## src/rtl/imem_loader.sv

```systemverilog
// Byte-stream instruction memory loader: packs 3 received bytes per word, writes
// consecutive addresses from 0 and keeps the core in reset until the load completes.
module imem_loader #(
  parameter int unsigned DATA_WIDTH    = 20,
  parameter int unsigned ADDRESS_WIDTH = 8,
  parameter int unsigned MEM_SIZE      = 256
) (
  input  logic                     clk,
  input  logic                     rst,
  input  logic                     start,
  input  logic [ADDRESS_WIDTH:0]   word_count,
  input  logic [7:0]               rx_data,
  input  logic                     rx_valid,
  output logic                     rx_ready,
  output logic                     imem_we,
  output logic [ADDRESS_WIDTH-1:0] imem_addr,
  output logic [DATA_WIDTH-1:0]    imem_wdata,
  output logic                     core_hold,
  output logic                     busy,
  output logic                     done,
  output logic                     err
);

  localparam int unsigned CNT_W = ADDRESS_WIDTH + 1;
  localparam int unsigned HI_W  = DATA_WIDTH - 16;
  localparam logic [CNT_W-1:0] MEM_CNT  = CNT_W'(MEM_SIZE);
  // Byte-2 bits that fall above the word; any 1 here flags err.
  localparam logic [7:0]       PAD_MASK = 8'(8'hFF << HI_W);

  typedef enum logic [1:0] {
    S_IDLE  = 2'd0,
    S_RECV  = 2'd1,
    S_WRITE = 2'd2,
    S_DONE  = 2'd3
  } state_e;

  state_e                   state_q, state_d;
  logic [1:0]               byte_idx_q, byte_idx_d;
  logic [ADDRESS_WIDTH-1:0] addr_q, addr_d;
  logic [CNT_W-1:0]         cnt_q, cnt_d;
  logic [CNT_W-1:0]         total_q, total_d;
  logic [15:0]              asm_q, asm_d;
  logic                     err_q, err_d;
  logic                     rx_ready_q, rx_ready_d;
  logic                     imem_we_q, imem_we_d;
  logic [ADDRESS_WIDTH-1:0] imem_addr_q, imem_addr_d;
  logic [DATA_WIDTH-1:0]    imem_wdata_q, imem_wdata_d;
  logic                     core_hold_q, core_hold_d;
  logic                     busy_q, busy_d;
  logic                     done_q, done_d;

  logic                     byte_fire_c;
  logic [CNT_W-1:0]         count_clamped_c;
  logic [CNT_W-1:0]         cnt_inc_c;

  assign byte_fire_c     = rx_valid & rx_ready_q;
  assign count_clamped_c = (word_count > MEM_CNT) ? MEM_CNT : word_count;
  assign cnt_inc_c       = cnt_q + CNT_W'(1);

  // State and output registers
  always_ff @(posedge clk or negedge rst) begin
    if (!rst) begin
      state_q      <= S_IDLE;
      byte_idx_q   <= '0;
      addr_q       <= '0;
      cnt_q        <= '0;
      total_q      <= '0;
      asm_q        <= '0;
      err_q        <= 1'b0;
      rx_ready_q   <= 1'b0;
      imem_we_q    <= 1'b0;
      imem_addr_q  <= '0;
      imem_wdata_q <= '0;
      core_hold_q  <= 1'b1;
      busy_q       <= 1'b0;
      done_q       <= 1'b0;
    end else begin
      state_q      <= state_d;
      byte_idx_q   <= byte_idx_d;
      addr_q       <= addr_d;
      cnt_q        <= cnt_d;
      total_q      <= total_d;
      asm_q        <= asm_d;
      err_q        <= err_d;
      rx_ready_q   <= rx_ready_d;
      imem_we_q    <= imem_we_d;
      imem_addr_q  <= imem_addr_d;
      imem_wdata_q <= imem_wdata_d;
      core_hold_q  <= core_hold_d;
      busy_q       <= busy_d;
      done_q       <= done_d;
    end
  end

  // Next-state logic; status outputs are decoded from the next state so they are registered
  always_comb begin
    state_d      = state_q;
    byte_idx_d   = byte_idx_q;
    addr_d       = addr_q;
    cnt_d        = cnt_q;
    total_d      = total_q;
    asm_d        = asm_q;
    err_d        = err_q;
    imem_addr_d  = imem_addr_q;
    imem_wdata_d = imem_wdata_q;

    unique case (state_q)
      S_IDLE, S_DONE: begin
        if (start) begin
          total_d    = count_clamped_c;
          addr_d     = '0;
          cnt_d      = '0;
          err_d      = 1'b0;
          byte_idx_d = '0;
          asm_d      = '0;
          state_d    = (count_clamped_c == '0) ? S_DONE : S_RECV;
        end
      end
      S_RECV: begin
        if (byte_fire_c) begin
          unique case (byte_idx_q)
            2'd0: begin
              asm_d[7:0] = rx_data;
              byte_idx_d = 2'd1;
            end
            2'd1: begin
              asm_d[15:8] = rx_data;
              byte_idx_d  = 2'd2;
            end
            default: begin
              if ((rx_data & PAD_MASK) != 8'h00) begin
                err_d = 1'b1;
              end
              imem_addr_d  = addr_q;
              imem_wdata_d = {rx_data[HI_W-1:0], asm_q};
              byte_idx_d   = '0;
              state_d      = S_WRITE;
            end
          endcase
        end
      end
      S_WRITE: begin
        addr_d  = addr_q + ADDRESS_WIDTH'(1);
        cnt_d   = cnt_inc_c;
        state_d = (cnt_inc_c == total_q) ? S_DONE : S_RECV;
      end
      default: state_d = S_IDLE;
    endcase

    rx_ready_d  = (state_d == S_RECV);
    imem_we_d   = (state_d == S_WRITE);
    busy_d      = (state_d == S_RECV) || (state_d == S_WRITE);
    core_hold_d = (state_d != S_DONE);
    done_d      = (state_d == S_DONE);
  end

  assign rx_ready   = rx_ready_q;
  assign imem_we    = imem_we_q;
  assign imem_addr  = imem_addr_q;
  assign imem_wdata = imem_wdata_q;
  assign core_hold  = core_hold_q;
  assign busy       = busy_q;
  assign done       = done_q;
  assign err        = err_q;

endmodule

```

## config.mk

```make
export PLATFORM = sky130hd
export DESIGN_NAME = imem_loader
export DESIGN_NICKNAME = d
export VERILOG_FILES = /design/src/rtl/imem_loader.sv
export SDC_FILE = /design/constraint.sdc
export NUM_CORES = 1
export LEC_CHECK = 0
export ABC_AREA = 1
export BUFFER_PORTS_ARGS = -buffer_cell sky130_fd_sc_hd__clkbuf_2
export CORE_ASPECT_RATIO = 0.8
export CORE_MARGIN = 2
export CORE_UTILIZATION = 51
export DETAILED_ROUTE_END_ITERATION = 12
export MAX_ROUTING_LAYER = met4
export PLACE_DENSITY = 0.84
export SYNTH_ARGS = -nofsm -noshare
export SYNTH_HDL_FRONTEND = slang
export SYNTH_SLANG_ARGS = --single-unit
```

## constraint.sdc

```tcl
create_clock -name clk -period 1.9 [get_ports clk]
set_clock_uncertainty 0.1 [all_clocks]
set_input_delay 0.095 -clock clk [delete_from_list [all_inputs] [get_ports clk]]
set_output_delay 0.095 -clock clk [all_outputs]
set_load 0.05 [all_outputs]
```

* Yosys cells after proc, flatten, opt, wreduce, memory -nomap -nowiden
Cells that the tools add are included.
** Word-level totals
- Register bits :: 80
- Output and inout port bits :: 34
- Input port bits :: 21
- Logic and storage cells :: 76
** Operators by class
- Reduce and logical (&&, ||, !) cells :: 16
- Add/sub/neg operators :: 2
- $lt $le $gt $ge :: 1
- Bitwise logic cells :: 2
- Eq/ne operators :: 15
- Mux-type cells :: 25
** Operator list (number)
- $mux W16 :: 2
- $pmux W16 S2 :: 1
- $mux W8 :: 3
- $mux W9 :: 2
- $pmux W9 S2 :: 1
- $pmux W8 S2 :: 1
- $mux W2 :: 7
- $ne A2 B2 Y1 const B :: 7
- $add A9 B1 Y9 const B :: 1
- $eq A9 B9 Y1 :: 1
- $gt A9 B9 Y1 const B :: 1
- $logic_not A9 Y1 :: 1
- $add A8 B1 Y8 const B :: 1
- $eq A2 B2 Y1 const B :: 4
- $pmux W2 S2 :: 2
- $reduce_and A4 Y1 :: 2
- $reduce_bool A8 Y1 :: 1
- $eq A2 B1 Y1 const B :: 3
- $pmux W2 S3 :: 1
- $reduce_and A3 Y1 :: 2
- $reduce_and A5 Y1 :: 1
- $logic_not A2 Y1 :: 2
- $mux W1 :: 4
- $reduce_and A2 Y1 :: 2
- other kinds (6) :: 8

* Longest topological paths before layout
Gate-level depths: netlist (run 1).
- Depth in word-level cells :: 8
- Depth in mapped cells :: 15
- Depth with buffers taken out :: 15

* Least setup slack after synthesis (run 1)
OpenSTA, ideal clock, no wires.
- Path kind :: register to register
- Start point :: reg cnt_q[0]
- End point :: reg busy_q (netlist: busy)
- Stages on the path, launching flop included :: 15
- Clock period less this slack :: 1.850 ns
- Library setup time :: 0.126 ns
- Path slack :: 0.050 ns
- Path buffers :: 0
- Data arrival time :: 1.624 ns
- Data required time :: 1.674 ns
- Path through :: dfrtp_1 > ha_1 > nand2_2 > inv_1 > nand2_1 > nand2_1 > nand2_1 > nand2_1 > nand2_1 > nor2_1 > nand4_1 > nand3_1 > nand2_2 > inv_1 > ha_1
** Between the ends
- Longest elaborated chain between the ends :: 6
- Elaborated cells on any way between the ends :: 7
- Those cells by class :: add/sub (1); eq/ne (3); mux (2); reduce/logical (1)
** Ends and longest elaborated chain
- start: declaration :: RTL line 40 : logic [CNT_W-1:0] cnt_q, cnt_d;
- start signal: assignment :: RTL line 81 : cnt_q <= cnt_d;
- $add A9 B1 Y9 * :: RTL line 58 : assign cnt_inc_c = cnt_q + CNT_W'(1);
- $eq A9 B9 Y1 * :: RTL line 145 : state_d = (cnt_inc_c == total_q) ? S_DONE : S_RECV;
- $mux W2 * :: RTL line 145
- $pmux W2 S3 * :: RTL line 107 : unique case (state_q)
- $eq A2 B1 Y1 / $eq A2 B2 Y1 (equally long branches) :: RTL line 152 : busy_d = (state_d == S_RECV) || (state_d == S_WRITE);
- $logic_or A1 B1 Y1 * :: RTL line 152
- net busy_d :: RTL line 49 : logic busy_q, busy_d;
- end signal: assignment :: RTL line 90 : busy_q <= busy_d;
- end: declaration :: RTL line 49
Mark *: on every way through the listed nets, which the timed path passes. The rest lies on a longest branch.
A chain may end at the register's enable or synchronous reset.

* Worst setup path after layout (run 1)
- Start point :: reg cnt_q[0]
- End point :: reg done_q (netlist: done)
** Between the ends
- Longest elaborated chain between the ends :: 5
** Ends and longest elaborated chain
- $add A9 B1 Y9 :: RTL line 58
- $eq A9 B9 Y1 :: RTL line 145
- $mux W2 :: RTL line 145
- $pmux W2 S3 :: RTL line 107
- $eq A2 B2 Y1 :: RTL line 154 : done_d = (state_d == S_DONE);
- net done_d :: RTL line 50 : logic done_q, done_d;
- end signal: assignment :: RTL line 91 : done_q <= done_d;
- end: declaration :: RTL line 50
The timed path passes the listed nets, and every way through them passes these cells.

==> out/qor.yml, run 1 <==
run_status:
  run_status: "finished with violations"
  violations: "setup timing"
cts:
  cts_sinks: 80
  cts_root_buf: "clkbuf_8"
  cts_buffer_depth: 2
  clock_latency_ps: 370
  cts.clk_slew.worst_paths_ps: 80
  cts_tree: "done"
  htree_levels: 3
  numCtsBuffers: 9
synthesis:
  ys_ff_latch: 80
  syn_nets: 412
  yosysWarningCount: 0
  synth_top_area_share_pct: 54.7
  ys_top_cells_by_area: "dfrtp_1 55%, nand2_1 9.3%, mux2_2 7.8%, o21ai_0 4.6%, inv_1 4.1%"
  netlist_area_sq_um: 3610
  yosys.area.top_type: "dfrtp_1"
  synth_top_flop_cell: "dfrtp_1"
  ys_async_sr_fraction_pct: 100
  synth_edf_count: 0
  synth_cells: 384
  yosysUniqueCellTypes: 29
  synthTopCellsByCount: "90 x nand2_1, 79 x dfrtp_1, 39 x inv_1"
  avgSynthCellArea_sq_um: 9.41
  synth.most_common_cell: "nand2_1"
  yosysSeqAreaShare_pct: 55.4
sta:
  tightest_slew_ps: 455
  fmax_mhz: 501
  finalCritPeriodShare_pct: 105
  timing.final.ws_setup_ps: -96.3
  hold_viol: 0
  grt_setup_unrepaired: "yes"
  period_needed_ps: 2000
  timing.setup.tns_ps: -391
  slew_headroom_pct: 69.7
  holdWs_ps: 51.4
  slew_violations: 0
  finalSetupViolCount: 13
pwr:
  cellPowerDensity_nw_per_um2: 1670
  ir_drop_uv: 712
  p_leak_nw: 2.34
  power_mw: 7.88
critical_path:
  path_cells: "ha_4 -> nand2_8 -> inv_2 -> nand2_2 -> nand2_1 -> nand2_1 -> nand2_1 -> nand2_1 -> nor2_2 -> nand4_1 -> nand3_1 -> nand2_2 -> buf_4 -> buf_4 -> nor2_2"
  critical_path.most_common_cell: "nand2_1"
  cp.arrival_ps: 2190
  cp-end-kind: "register"
  slowest_stage: "dfrtp_1"
  path_max_fanout: 5
  crit_start: "cnt_q[0]"
  slowest_delay_ps: 430
  path_class: "register to register"
  r2r-start: "cnt_q[0]"
  cp_data_required_time_ps: 2100
  cp-start-kind: "register"
  reg2reg_depth: 15
place:
  place.gp.congestion: 0.890
  dpl.cell_count: 532
  port-buffer-count: 54
  dp_hpwl_um: 6060
routing:
  dr.pass1.iters: 5
  drcViolationCount: 0
  drtIter0Drc: 290
  via_per_inst: 5.68
  ant_nets: 0
  maxUsedRoutingLayer: "met4"
  route.met3.wl_um: 715
  wl_met2_um: 4870
  met1Wirelength_um: 3960
  dr_total_vias: 3250
  wl_per_cell_um: 17.3
  routed_wl_um: 9870
final_layout:
  area_growth_pct: 30.9
  diodes: 0
  fillers: 480
  final_nets: 509
  layout.cells.non_filler: 572
  finalCoreUtilization_pct: 69.0
  drive_gt1_share_pct: 36.7
min_path:
  min_path_type: "primary input to register"
  holdPathStages: 4
  hp-start: "word_count[8]"
floorplanning:
  core_sq_um: 6860
  die_area_sq_um: 7780
  die_h_um: 79.3
  start_util_pct: 52.7
  die_x_um: 98.1
  row_count: 27
  io_pins: 55
global_routing:
  antenna_found_initial: 0
  grt_use_total_pct: 26.0
  first_global_vias: 3142
  grt_max_degree: 48
  grt-ovfl-total: 0
  grt_pass1_wl_um: 15400
job:
  cap_violations: 0
## path summary, 6_finish.rpt
kind / end / slack (ps)
max: done / -100
min: total_q[3] / 50
max reg2reg: done / -100
min reg2reg: addr_q[7] / 380
max in group asynchronous: core_hold / 900
min in group asynchronous: asm_q[12] / 130
## cell type report
cell class / count / area, sq um / share of cell area (%)
clock buffer: 10 / 128 / 2.70
multi-input combinational: 254 / 1600 / 33.8
inverter: 42 / 158 / 3.33
tap: 87 / 109 / 2.30
clock inverter: 5 / 81.3 / 1.72
sequential: 80 / 2010 / 42.4
timing repair buffer: 94 / 652 / 13.8
## flip-flops by register name, summed over array words and instances, names as in the netlist
name / flops
imem_wdata: 20
asm_q: 16
cnt_q: 9
total_q: 9
addr_q: 8
imem_addr: 8
byte_idx_q: 2
state_q: 2
busy: 1
core_hold: 1
done: 1
err: 1
imem_we: 1
rx_ready: 1
## through the flow
stage                     area, sq um  setup WS, ps
after floorplan                  3610          50.2
after CTS                        4600         -45.8
after global routing             4730          -191
final                            4730         -96.3
after global placement           4100         -17.9
after detailed placement         4100          -103
## per-layer routing
metal | global-route usage, % | vias to the layer above
li1 | - | 1454
met4 | 8.89 | 0
met1 | 32.2 | 1588
met2 | 42.8 | 172
met5 | - | -
met3 | 5.90 | 36
## worst max-delay path: cells and delay by family, from the launching register on
family	cells	cell delay, ps
fa+ha+maj	1	210
buf+inv	3	330
flops	1	430
simple gates	11	840
## cells in the final DEF (no fill, tap or decap), drive strengths merged, types with 2 or more instances in the layout
cell         netlist  layout
mux2              25      25
a21oi             12      12
nand2             96      96
ha                 7       7
buf                5      24
inv               42      43
dfrtp             79      79
o21ai             43      43
nor2              23      23
nor4               2       2
clkbuf             3      63
bufinv             0       2
dlygate4sd3        0      17
nand4              4       4
o22ai              5       5
nand3             31      31
## report_power, final
| part | total (mW) | internal, mW | switching [mW] |
|---|---|---|---|
| combinational | 3.95 | 1.27 | 2.68 |
| clock | 1.36 | 0.735 | 0.624 |
| sequential | 2.57 | 2.23 | 0.334 |
| total | 7.88 | 4.24 | 3.64 |
## cell families after synthesis
group / count (synthesis) / synth area share [%]
AOI/OAI and AO/OA: 62 / 9.00
adders and majority gates: 7 / 2.42
buffers and inverters: 50 / 5.44
DFF: 80 / 55.4
muxes: 25 / 7.79
and+or+nand+nor: 160 / 19.9
## repair_timing
| action | 4_1_cts | 5_1_grt |
|---|---|---|
| endpoints found under the hold margin | 61 | 0 |
| setup buffers | 6 | 2 |
| resized for setup | 21 | 34 |
| pin swaps | 16 | 13 |
| hold buffers | 17 | 0 |
| endpoints found under the setup margin | 5 | 33 |
No activity file was read; power rests on OpenSTA's default activity.
==> run 2, diff against run 1 <==
--- a/config.mk
+++ b/config.mk
@@ -13,6 +13,7 @@
 export DETAILED_ROUTE_END_ITERATION = 12
 export MAX_ROUTING_LAYER = met4
 export PLACE_DENSITY = 0.84
+export SKIP_LAST_GASP = 1
 export SYNTH_ARGS = -nofsm -noshare
 export SYNTH_HDL_FRONTEND = slang
 export SYNTH_SLANG_ARGS = --single-unit
==> run 2 against run 1 <==
  * The run still ends with setup timing left
  * Final area down 0.19%
  * Sequential power barely moved
  * Hold slack gained 25 ps
  * Wire length up 4.7%
  * Via count grew 2.5%
  * Core utilization fell by 0.13 points
  * Global-route usage is 0.18 points lower
  * Combinational power up 4%
  * Flip-flop and latch count is the same
  * Final cell count grew 0.52%
  * Register-to-register slack lost 60 ps
  * Critical path type unchanged
  * Critical endpoint is now busy
  * Highest routed layer unchanged
==> out/qor.yml, run 2 (same netlist as run 1, synthesis figures left out) <==
critical_path:
  path_cells: "buf_6 -> inv_4 -> nor2_4 -> nand2_2 -> nand2_1 -> nand3_1 -> nand2_1 -> nand4_1 -> nand3_1 -> nand2_2 -> inv_2 -> ha_4"
  r2r-start: "cnt_q[0]"
  r2r-end: "busy"
  cp.arrival_ps: 2210
  slowest_stage: "dfrtp_1"
  cp-end-kind: "register"
  cp_data_required_time_ps: 2050
  path_buf_inv: 3
  slowest_delay_ps: 420
  path_max_fanout: 7
  cpLargestDelayFamily: "simple AND/OR/NAND/NOR gates"
  path_class: "register to register"
  reg2reg_slack_ps: -160
  cp-start-kind: "register"
  reg2reg_depth: 12
sta:
  timing.final.ws_setup_ps: -158
  slew_violations: 0
  finalSetupViolCount: 10
  tightest_slew_ps: 463
  slew_headroom_pct: 69.2
  holdWs_ps: 76.3
  grt_setup_unrepaired: "yes"
  finalCritPeriodShare_pct: 108
  period_needed_ps: 2060
  hold_viol: 0
  fmax_mhz: 486
pwr:
  ir_drop_uv: 755
  p_leak_nw: 2.38
  power_frac_comb_pct: 51.1
  power.switching_mw: 3.71
  p_int_mw: 4.32
  p_clk_share_pct: 16.9
  p_seq_share_pct: 32.1
  cellPowerDensity_nw_per_um2: 1700
  sw_frac_of_total_pct: 46.2
final_layout:
  area_growth_pct: 30.7
  most-common-layout-cells: "83 x nand2_1, 79 x dfrtp_1, 53 x clkbuf_2, 34 x inv_1, 31 x o21ai_0"
  final_nets: 512
  design_area_sq_um: 4720
  layout.cells.non_filler: 575
  final_common_cell: "nand2_1"
  fillers: 481
  drive_gt1_share_pct: 34.6
  finalCoreUtilization_pct: 68.9
  final-seq-area_sq_um: 2000
  largest_reg_flops: 20
  multi_input_area_sq_um: 1560
  diodes: 0
cts:
  cts_root_buf: "clkbuf_8"
  cts_buffer_depth: 2
  clock_latency_ps: 360
  numCtsBuffers: 9
  cts.clk_slew.worst_paths_ps: 80
  cts_sinks: 80
  cts_tree: "done"
  htree_levels: 3
min_path:
  min_path_type: "primary input to register"
  holdPathStages: 3
  worstHoldEndpoint: "total_q[8]"
  hp-start: "word_count[8]"
run_status:
  violations: "setup timing"
  run_status: "finished with violations"
floorplanning:
  die_h_um: 79.3
  start_util_pct: 52.7
  core_sq_um: 6860
  io_pins: 55
  die_x_um: 98.1
  die_area_sq_um: 7780
  row_count: 27
job:
  cap_violations: 0
routing:
  dr.pass1.iters: 8
  ant_nets: 0
  wl_per_cell_um: 18.0
  via_per_inst: 5.79
  routed_wl_um: 10300
  drcViolationCount: 0
  dr_total_vias: 3332
  drtIter0Drc: 300
global_routing:
  grt_max_degree: 48
  antenna_found_initial: 0
  grt_pass1_wl_um: 15300
  grt-ovfl-total: 0
  grt_use_total_pct: 25.8
  first_global_vias: 3159
place:
  placed_area_sq_um: 4100
  dp_hpwl_um: 6060
  place.gp.congestion: 0.890
  port-buffer-count: 54
  pre_cts_slack_ps: -103
  dpl.cell_count: 532
## run 2: cell types whose count changed in the layout (fill, tap and decap cells not counted), sizes merged
cell and delta:
buf +3
## run 2: area by class of cell
| cell class | count | area share (%) |
|---|---|---|
| Clock buffer | 10 | 2.70 |
| Multi-Input combinational cell | 254 | 33.1 |
| Clock inverter | 5 | 1.72 |
| Inverter | 42 | 3.39 |
| Sequential cell | 80 | 42.4 |
| Timing Repair Buffer | 97 | 14.4 |
| Tap cell | 87 | 2.31 |
## run 2: power by group through the flow
stage / Combinational [mW] / Sequential (mW) / Clock, mW
after floorplan: 1.51 / 3.37 / 0
after global routing: 4.37 / 2.62 / 1.44
after CTS: 3.61 / 2.54 / 1.36
after detailed placement: 3.37 / 2.55 / 0
final: 4.10 / 2.58 / 1.35
after global placement: 3.23 / 2.51 / 0
## run 2: worst max-delay path by stage
stage | slack [ps] | to | startpoint | cells past startpoint
floorplan | 50 | busy | cnt_q[0] | 14
global placement | -20 | busy | cnt_q[0] | 14
detailed placement | -100 | busy | cnt_q[0] | 14
CTS | -50 | done | cnt_q[1] | 13
global route | -280 | busy | cnt_q[0] | 12
finish | -160 | busy | cnt_q[0] | 12
## run 2: repair_timing
item / 4_1_cts / 5_1_grt
pin swaps: 16 / 22
buffers inserted: 6 / 5
endpoints found under the setup margin: 5 / 31
hold buffers: 17 / 0
hold endpoints to repair: 61 / 0
gates resized for setup: 20 / 25
gates cloned: 0 / 0
## run 2: metrics by stage
stage	setup TNS [ps]	power, mW
floorplan	0	4.88
global placement	-17.9	5.75
detailed placement	-174	5.93
CTS	-160	7.51
global route	-2300	8.43
finish	-760	8.03
## run 2: metal layers
metal | share of wire, % | wire, um | vias to the layer above | global-route usage, %
met1 | 38 | 3940 | 1626 | 32.2
li1 | - | - | 1467 | -
met5 | 0 | 0 | - | -
met2 | 51 | 5290 | 208 | 41.6
met4 | 2.4 | 253 | 0 | 9.72
met3 | 8.3 | 857 | 31 | 6.07
## run 2: worst register-to-register path, stage by stage (launching register included)
cell and delay (ps):
dfrtp_1 420, buf_6 130, inv_4 40, nor2_4 230, nand2_2 90, nand2_1 80, nand3_1 90, nand2_1 130
nand4_1 130, nand3_1 100, nand2_2 100, inv_2 110, ha_4 200
==> run 3, diff against run 2 <==
--- a/config.mk
+++ b/config.mk
@@ -7,7 +7,6 @@
 export LEC_CHECK = 0
 export ABC_AREA = 1
 export BUFFER_PORTS_ARGS = -buffer_cell sky130_fd_sc_hd__clkbuf_2
-export CORE_ASPECT_RATIO = 0.8
 export CORE_MARGIN = 2
 export CORE_UTILIZATION = 51
 export DETAILED_ROUTE_END_ITERATION = 12
==> run 3 against run 2 <==
  * The run still ends with setup timing left
  * Combinational power down 9.5%
  * Highest routed layer unchanged
  * Critical path depth unchanged
  * Critical endpoint unchanged
  * Flip-flop and latch count unchanged
  * Final cell count up 0.35%
  * Count of clock-buffer cells in the layout down 1
  * Clock power down 16%
  * Core utilization down 1.3 points
  * Worst setup slack better by 140 ps
==> out/qor.yml, run 3 (same netlist as run 1, synthesis figures left out) <==
sta:
  period_needed_ps: 1920
  slew_violations: 0
  hold_viol: 0
  timing.final.ws_setup_ps: -19.6
  fmax_mhz: 521
  finalCritPeriodShare_pct: 101
  tightest_slew_ps: 600
  slew_headroom_pct: 60.0
  grt_setup_unrepaired: "yes"
  finalSetupViolCount: 2
run_status:
  violations: "setup timing"
  run_status: "finished with violations"
final_layout:
  final_common_cell: "nand2_1"
  most-common-layout-cells: "82 x nand2_1, 78 x dfrtp_1, 53 x clkbuf_2, 36 x inv_1, 33 x o21ai_0"
  layout.cells.non_filler: 577
  drive_gt1_share_pct: 33.1
  largest_reg_flops: 20
  fillers: 480
  area_growth_pct: 27.8
  final_nets: 504
  diodes: 0
cts:
  cts_buffer_depth: 2
  cts_root_buf: "clkbuf_8"
  numCtsBuffers: 9
  cts_tree: "done"
  htree_levels: 3
  clock_latency_ps: 350
  cts_sinks: 80
  cts.clk_slew.worst_paths_ps: 80
global_routing:
  grt-ovfl-total: 0
  grt_max_degree: 48
  grt_pass1_wl_um: 13900
  grt_use_total_pct: 24.2
  antenna_found_initial: 0
  first_global_vias: 3010
critical_path:
  cp_data_required_time_ps: 2040
  path_max_fanout: 7
  cp-start-kind: "register"
  cp.arrival_ps: 2060
  cp-end-kind: "register"
  path_class: "register to register"
min_path:
  min_path_type: "primary input to register"
routing:
  via_per_inst: 5.37
  drcViolationCount: 0
  drtIter0Drc: 237
  ant_nets: 0
  dr.pass1.iters: 5
  dr_total_vias: 3101
  routed_wl_um: 8730
  wl_per_cell_um: 15.1
pwr:
  ir_drop_uv: 1010
  p_leak_nw: 2.33
  cellPowerDensity_nw_per_um2: 1600
floorplanning:
  die_h_um: 88.2
  io_pins: 55
  start_util_pct: 52.9
  core_sq_um: 6830
  die_x_um: 88.2
  die_area_sq_um: 7770
  row_count: 30
job:
  cap_violations: 0
place:
  dp_hpwl_um: 5730
  pre_cts_slack_ps: -134
  dpl.cell_count: 542
  port-buffer-count: 54
  place.gp.congestion: 0.828
## run 3: layer usage
layer / up-vias / global-route usage, % / part of all wire (%)
li1: 1459 / - / -
met1: 1503 / 31.9 / 44
met2: 119 / 37.3 / 50
met3: 20 / 5.47 / 4.4
met4: 0 / 7.99 / 1.9
met5: - / - / 0
## run 3: final timing paths
| kind | startpoint | end | slack [ps] | depth (start not counted) |
|---|---|---|---|---|
| min | start | total_q[8] | 80 | 3 |
| min in group asynchronous | rst | total_q[1] | 200 | 2 |
| max in group asynchronous | rst | asm_q[7] | 890 | 3 |
| max | cnt_q[0] | busy | -20 | 12 |
| max reg2reg | cnt_q[0] | busy | -20 | 12 |
| min reg2reg | addr_q[7] | addr_q[7] | 380 | 1 |
## run 3: critical path, stage by stage, from the launching register on
cell	delay, ps
dfrtp_1	410
buf_6	130
inv_4	40
nor2_4	220
nand3_2	140
nand3_2	70
nand2_1	60
nor2_1	100
nand4_1	80
nand3_1	90
nand2_2	80
inv_2	90
ha_4	190
## run 3: layout make-up
type / count / area, sq um / area share, %
clock buffers: 9 / 124 / 2.68
clock inverters: 7 / 55.1 / 1.19
inverters: 42 / 160 / 3.47
multi-input cells: 254 / 1560 / 33.7
flip-flops and latches: 80 / 2000 / 43.4
well taps: 96 / 120 / 2.60
repair buffers: 89 / 598 / 13.0
## run 3: metrics by stage
step / hold slack, ps / total power [mW] / utilization, % / instance area, sq um / setup TNS, ps
global placement: 33.0 / 5.73 / 60.1 / 4100 / -7.77
finish: 83.0 / 7.39 / 67.6 / 4620 / -27.6
detailed placement: 38.1 / 5.86 / 60.1 / 4100 / -236
CTS: 41.8 / 7.15 / 66.1 / 4510 / -55.1
floorplan: -301 / 4.88 / - / 3610 / 0
global route: 65.2 / 7.88 / 67.6 / 4620 / -1030
## run 3: repair_timing
action / CTS / global route
endpoints found under the setup margin: 10 / 50
hold buffers: 17 / 0
hold endpoints to repair: 71 / 0
gates cloned: 0 / 0
gates resized for setup: 14 / 24
pin swaps: 8 / 15
setup buffers: 0 / 2
## run 3: report_power, final
part	internal, mW	switching (mW)
Sequential	2.23	0.319
Combinational	1.16	2.55
Clock	0.490	0.642
